`src/rtl/matrix_job_host.sv`:
```
// Host-side job sequencer for the UART matrix-multiply accelerator: holds A/B locally,
// streams N, A, B byte by byte with an idle gap after each, then collects N*N result bytes.
module matrix_job_host #(
    parameter int MAX_SIZE       = 10,
    parameter int GAP_CYCLES     = 12500,
    parameter int TIMEOUT_CYCLES = 100000000,
    parameter int AW             = $clog2(MAX_SIZE * MAX_SIZE)
) (
    input  logic          clk,
    input  logic          rst,
    input  logic          load_en,
    input  logic          load_sel,
    input  logic [AW-1:0] load_addr,
    input  logic [7:0]    load_data,
    input  logic [7:0]    size,
    input  logic          start,
    output logic [7:0]    tx_data,
    output logic          tx_start,
    input  logic          tx_busy,
    input  logic          tx_done,
    input  logic [7:0]    rx_data,
    input  logic          rx_done,
    input  logic          rx_err,
    input  logic [AW-1:0] res_addr,
    output logic [7:0]    res_data,
    output logic          busy,
    output logic          done,
    output logic          err,
    output logic [1:0]    err_code
);
    localparam int DEPTH = MAX_SIZE * MAX_SIZE;
    localparam int GW    = $clog2(GAP_CYCLES + 1);
    localparam int TW    = $clog2(TIMEOUT_CYCLES + 1);

    typedef enum logic [2:0] {S_IDLE, S_SEND, S_GAP, S_RECV, S_DONE} state_t;

    state_t        state_q;
    logic [7:0]    mem_a [DEPTH];
    logic [7:0]    mem_b [DEPTH];
    logic [7:0]    mem_r [DEPTH];
    logic [7:0]    n_q, nsq_q, sidx_q;
    logic [AW-1:0] ridx_q;
    logic [GW-1:0] gap_q;
    logic [TW-1:0] tmo_q;
    logic          tx_done_q, rx_done_q;
    logic          tx_start_q, busy_q, done_q, err_q;
    logic [1:0]    err_code_q;
    logic [7:0]    tx_data_q, res_data_q;

    logic          tx_edge, rx_edge, r_we, last_byte;
    logic [AW-1:0] a_off, b_off;
    logic [7:0]    cur_byte;

    assign tx_edge   = tx_done & ~tx_done_q;
    assign rx_edge   = rx_done & ~rx_done_q;
    assign last_byte = ({1'b0, sidx_q} == {nsq_q, 1'b0});
    // An error seen together with a byte edge discards the byte.
    assign r_we      = (state_q == S_RECV) && rx_edge && !rx_err && !rst;

    // Byte stream layout: index 0 is N, then N*N bytes of A, then N*N bytes of B.
    always_comb begin
        a_off    = AW'(sidx_q - 8'd1);
        b_off    = AW'(sidx_q - 8'd1 - nsq_q);
        cur_byte = n_q;
        if (sidx_q != 8'd0) begin
            if (sidx_q <= nsq_q) cur_byte = mem_a[a_off];
            else                 cur_byte = mem_b[b_off];
        end
    end

    always_ff @(posedge clk) begin
        if (load_en && !busy_q && !rst && int'(load_addr) < DEPTH) begin
            if (load_sel) mem_b[load_addr] <= load_data;
            else          mem_a[load_addr] <= load_data;
        end
        if (r_we) mem_r[ridx_q] <= rx_data;
    end

    always_ff @(posedge clk) begin
        if (rst) begin
            state_q    <= S_IDLE;
            n_q        <= 8'd0;
            nsq_q      <= 8'd0;
            sidx_q     <= 8'd0;
            ridx_q     <= '0;
            gap_q      <= '0;
            tmo_q      <= '0;
            tx_done_q  <= 1'b0;
            rx_done_q  <= 1'b0;
            tx_start_q <= 1'b0;
            tx_data_q  <= 8'd0;
            busy_q     <= 1'b0;
            done_q     <= 1'b0;
            err_q      <= 1'b0;
            err_code_q <= 2'd0;
            res_data_q <= 8'd0;
        end else begin
            tx_done_q  <= tx_done;
            rx_done_q  <= rx_done;
            done_q     <= 1'b0;
            res_data_q <= (int'(res_addr) < DEPTH) ? mem_r[res_addr] : 8'd0;
            case (state_q)
                S_IDLE: begin
                    if (start) begin
                        n_q        <= size;
                        nsq_q      <= 8'(size * size);
                        sidx_q     <= 8'd0;
                        err_q      <= 1'b0;
                        err_code_q <= 2'd0;
                        if (size < 8'd2 || size > 8'(MAX_SIZE)) begin
                            err_q      <= 1'b1;
                            err_code_q <= 2'd1;
                            done_q     <= 1'b1;
                        end else begin
                            busy_q  <= 1'b1;
                            state_q <= S_SEND;
                        end
                    end
                end
                S_SEND: begin
                    if (!tx_start_q) begin
                        tx_data_q <= cur_byte;
                        if (!tx_busy) tx_start_q <= 1'b1;
                    end else if (tx_edge) begin
                        tx_start_q <= 1'b0;
                        gap_q      <= '0;
                        state_q    <= S_GAP;
                    end
                end
                S_GAP: begin
                    if (gap_q == GW'(GAP_CYCLES - 1)) begin
                        if (last_byte) begin
                            ridx_q  <= '0;
                            tmo_q   <= '0;
                            state_q <= S_RECV;
                        end else begin
                            sidx_q  <= sidx_q + 8'd1;
                            state_q <= S_SEND;
                        end
                    end else begin
                        gap_q <= gap_q + 1'b1;
                    end
                end
                S_RECV: begin
                    if (rx_err) begin
                        err_q      <= 1'b1;
                        err_code_q <= 2'd2;
                        state_q    <= S_DONE;
                    end else if (rx_edge) begin
                        ridx_q <= ridx_q + 1'b1;
                        tmo_q  <= '0;
                        if (ridx_q == AW'(nsq_q - 8'd1)) state_q <= S_DONE;
                    end else if (tmo_q == TW'(TIMEOUT_CYCLES - 1)) begin
                        err_q      <= 1'b1;
                        err_code_q <= 2'd3;
                        state_q    <= S_DONE;
                    end else begin
                        tmo_q <= tmo_q + 1'b1;
                    end
                end
                S_DONE: begin
                    done_q  <= 1'b1;
                    busy_q  <= 1'b0;
                    state_q <= S_IDLE;
                end
                default: state_q <= S_IDLE;
            endcase
        end
    end

    assign tx_data  = tx_data_q;
    assign tx_start = tx_start_q;
    assign res_data = res_data_q;
    assign busy     = busy_q;
    assign done     = done_q;
    assign err      = err_q;
    assign err_code = err_code_q;
endmodule

```
`config.mk`:
```
export PLATFORM = sky130hd
export DESIGN_NAME = matrix_job_host
export DESIGN_NICKNAME = d
export VERILOG_FILES = /design/src/rtl/matrix_job_host.sv
export SDC_FILE = /design/constraint.sdc
export NUM_CORES = 2
export LEC_CHECK = 0
export CAP_MARGIN = 10
export CORE_ASPECT_RATIO = 0.5
export CORE_MARGIN = 5
export CORE_UTILIZATION = 40
export DETAILED_ROUTE_END_ITERATION = 6
export DONT_BUFFER_PORTS = 1
export HOLD_SLACK_MARGIN = 0.03
export SLEW_MARGIN = 10
export SYNTH_ARGS = -nofsm -noshare
export SYNTH_HDL_FRONTEND = slang
export SYNTH_SLANG_ARGS = --single-unit
export TNS_END_PERCENT = 1
```
`constraint.sdc`:
```
create_clock -name clk -period 5 [get_ports clk]
set_input_delay 1.25 -clock clk [delete_from_list [all_inputs] [get_ports clk]]
set_output_delay 1.25 -clock clk [all_outputs]
set_load 0.05 [all_outputs]
```
==> results summary <==
The leakage power total is 34.4 nW. The worst relative slew slack came out at 22.3%. The yosys synthesis warning count is 0. The final weighted congestion of routability-driven global placement came out at 0.908. The die is 712 microns wide. The portion of synthesized area spent on multiplexers is 15.7%.

The worst path meets setup with 580 ps of slack. Global routing finished with a remaining overflow of 0. The number of antenna violations at the first check in global routing came out at 9. The clock reaches the later pin of the worst-skew pair after 900 ps.

The layer flagged by global routing as most heavily used is met2. The cell that appears most often on the critical path is sky130_fd_sc_hd__buf_4. The worst-case reg-to-reg path depth came out at 10. Grouping stages by cell kind, the critical path spends the most delay in compound AO/OA/AOI/OAI gates. The highest achievable clock rate is 0.226 GHz. By count the netlist is led by 2,400 x sky130_fd_sc_hd__edfxtp_1, 653 x sky130_fd_sc_hd__mux4_2, 406 x sky130_fd_sc_hd__nor2_1. Setup violations remaining at the end of the flow were counted as 0.

The transition at the pin with the smallest max-transition slack is 1160 ps. By area the synthesized netlist is led by sky130_fd_sc_hd__edfxtp_1 73%, sky130_fd_sc_hd__mux4_2 15%, sky130_fd_sc_hd__dfxtp_1 2.0%, sky130_fd_sc_hd__nor2_1 1.5%, sky130_fd_sc_hd__nand2_1 1.4%. The most instantiated flip-flop cell in the synthesis netlist is sky130_fd_sc_hd__edfxtp_1. The via count of the first global-routing pass is 50,256. The final-report hold violation count was 0. In this run the remaining antenna-violating nets after routing total 0. Buffers inserted to repair hold after CTS numbered 0. The number of top-level pins is 69. The average via count per standard cell is 5.72. The startpoint class of the critical path is a flop. Counting flops with a built-in enable in the synthesized netlist gives 2,400. The floorplan has 128 rows. Relative to the synthesized area, the layout overhead comes to 12.1%. The most frequent cell after synthesis is sky130_fd_sc_hd__edfxtp_1. The count of H-tree levels built during CTS came out at 4. The share of synthesized area occupied by flip-flops and latches is 75.2%.

Setup repair after global routing left no endpoint under its margin. The critical path crosses 10 cells after its start point. The main combinational cell family by area after synthesis is multiplexers. The largest incremental delay on the critical path is 1110 ps.

The synthesized netlist devotes 4.58% of its cell area to simple gates. The starting density of the core came out at 40.3%. The critical path ends at tx_data[6]$_SDFFE_PP0P_. The completed layout was analyzed and its total power is 41.1 mW.

The critical path class is flop to flop. The worst slack on hold paths is 461 ps. The total die area came out at 0.257 sq mm. The first global-routing pass estimated 357,000 microns of wire.

The adder-cell share of the synthesized area came out at 0.607%. The buffer levels on the longest clock path is 4. The worst setup slack before clock tree synthesis came out at 648 ps. TritonCTS built the clock tree. The global routing usage on met2 came out at 29.8%.

The number of port buffers came out at 0. Clock tree synthesis found a total of 2,497 sinks. The met1 demand-to-capacity share in global routing came out at 26.3%.

The met3 usage in global routing came out at 4.16%. Of the post-synthesis cell area, the dominant cell type holds 73.2%. The critical path starts at sidx_q[0]$_SDFFE_PP0P_.

The post-cts sizing count is 0. Once layout is done, the placed cells without fillers occupy 0.110 sq mm. The startpoint identified for the worst hold timing path is load_data[0].

The max-capacitance violation count is 0. The clock-pin slew on the worst setup and hold paths is 70 ps. The final wirelength is 244,000 microns. The global router's overall resource usage is 18.7%. The detailed placement HPWL came out at 146,000 microns. The overall die height came out at 361 microns.

The final net count is 5,270. The element type at the critical path end is a flop. The placed instances occupy a cell area of 0.104 sq mm.

The CTS buffer count came out at 221. In this run the power density over the cells is 373 mW/mm^2. The endpoint required time on the critical path is 5830 ps. The count of buffer and inverter cells on the critical path came out at 3. The number of inserted filler cells in the final layout came out at 20,393. The final period utilization came out at 88.4%. The detail-routed net length per standard cell is 28.3 microns. The post-synth net total is 5,063. The async set-or-reset flop fraction in the synthesized netlist came out at 0%. In this run, the number of DRC markers left after iteration 0 of detailed routing was 5,739. The total area inside the core boundary comes to 0.244 sq mm.

The final number of max-transition violations came out at 0. The smallest clock period supported by the final layout is computed as 4420 ps. The flow ran to the end, and the final reports show no timing, DRC or antenna violations. The signal on the critical path passes through inv_2, buf_4, ha_4, buf_4, mux4_2, mux2i_1, a221oi_1, a22oi_1, a2111oi_1, a221o_1.

VDD sags by at most 0.284 mV. The first-pass iteration count of the detailed router is 5. The most area-hungry cell type in the Yosys netlist is sky130_fd_sc_hd__edfxtp_1. The critical path's slowest cell is sky130_fd_sc_hd__a2111oi_1. STA puts the critical path data arrival time at 5250 ps.

The worst flop-to-flop path startpoint is sidx_q[0]$_SDFFE_PP0P_. The cell sitting at the root of the clock tree is a sky130_fd_sc_hd__clkbuf_16. The count of vias placed by the detailed router came out at 49,250. Along the worst path, the maximum fanout reaches 45. The worst register-to-register path ends at tx_data[6]$_SDFFE_PP0P_. The pin count of the biggest net entering global routing came out at 201. For flop-to-flop paths, the worst setup slack is 580 ps. The clock arrives with 93.7 ps of skew. The class of the tightest hold or removal check is input pin to flop. The post-synthesis instance total came out at 4,973. In this run the cell area of the synthesized design comes to 0.0985 sq mm. The compound-gate portion of the synthesized area is 1.94%. The sum of negative setup slack is 0 ps. The post-CTS setup-driven buffer insertion count came out at 0. The synthesized netlist devotes 0.734% of its cell area to XOR and XNOR gates. Synthesis inferred 2,497 register bits. After detailed routing, the number of remaining DRC violations is 0.

A synthesized cell averages 19.8 sq um. Cells with a size suffix above 1 make up 23.1% of the layout. The number of distinct library cells after synthesis is 73.
==> layer usage <==
layer  vias up  routed length, microns
li1      20642                       -
met1     26240                  102000
met2      1946                  116000
met3       418                   20100
met4         4                    6050
met5         -                      27
==> report_power, final <==
group	switching (mW)	internal [mW]	total, mW
registers	0.0731	22.9	23.0
logic	0.884	0.707	1.59
clock network	7.62	8.92	16.5
==> cell usage in the layout (no fill, tap or decap), types with 29 or more instances in the layout <==
master and n:
sky130_fd_sc_hd__nand2_1 355, sky130_fd_sc_hd__clkinv_1 44, sky130_fd_sc_hd__mux2i_1 62, sky130_fd_sc_hd__ha_1 32, sky130_fd_sc_hd__a32oi_1 39, sky130_fd_sc_hd__a21oi_1 68, sky130_fd_sc_hd__xor2_1 41, sky130_fd_sc_hd__nand3_1 96
sky130_fd_sc_hd__mux4_2 653, sky130_fd_sc_hd__o21ai_0 43, sky130_fd_sc_hd__a31oi_1 29, sky130_fd_sc_hd__xnor2_1 33, sky130_fd_sc_hd__clkbuf_1 59, sky130_fd_sc_hd__dfxtp_1 96, sky130_fd_sc_hd__clkbuf_16 222, sky130_fd_sc_hd__clkinv_2 43
sky130_fd_sc_hd__buf_4 237, sky130_fd_sc_hd__inv_1 37, sky130_fd_sc_hd__edfxtp_1 2400, sky130_fd_sc_hd__nor2_1 406
==> sequential cells by signal (all words and copies together) (netlist names), 7 cells and up <==
name      flops
mem_a       800
mem_b       800
mem_r       800
tmo_q        27
gap_q        14
n_q           8
res_data      8
sidx_q        8
tx_data       8
ridx_q        7
==> area by class of cell <==
type | count | area, sq um | share of cell area [%]
clock buffer | 286 | 5850 | 5.30
sequential | 2497 | 74000 | 67.1
inverter | 41 | 164 | 0.148
clock inverter | 116 | 946 | 0.857
antenna | 2 | 5.00 | 0.00453
tap | 3250 | 4070 | 3.68
timing repair buffer | 251 | 2060 | 1.87
multi-input combinational | 2168 | 23300 | 21.1
==> how the worst min path moves through the flow <==
| stage | depth (start not counted) | end | slack (ps) |
|---|---|---|---|
| 5_1_grt | 0 | mem_a[87][0]$_DFFE_PP_ | 410 |
| 6_report | 0 | mem_a[86][0]$_DFFE_PP_ | 460 |
| 2_1_floorplan | 2 | nsq_q[7]$_SDFFE_PP0P_ | 440 |
| 3_5_place_dp | 2 | tmo_q[9]$_SDFFE_PP0P_ | 470 |
| 4_1_cts | 1 | err$_SDFFE_PP0P_ | 400 |
| 3_3_place_gp | 2 | tmo_q[9]$_SDFFE_PP0P_ | 460 |
==> cell families after synthesis <==
group / after synthesis
adders and majority gates: 43
AOI/OAI and AO/OA: 282
buffers and inverters: 308
DFF: 2497
and+or+nand+nor: 1039
xor gates and xnor gates: 81
muxes: 723
==> metrics by stage <==
stage	cells	util, %
2_1_floorplan	4973	-
3_3_place_gp	8207	42.4
3_5_place_dp	8207	42.4
4_1_cts	8609	45.2
5_1_grt	8609	45.2
6_report	8611	45.2
==> worst register-to-register path: cells and delay by family, from the launching register on <==
family	cells	cell delay, ps
DFF	1	430
AOI/OAI and AO/OA	4	2030
muxes	2	610
buffers and inverters	3	920
adders and majority gates	1	380
(Power assumes the default switching activity.)
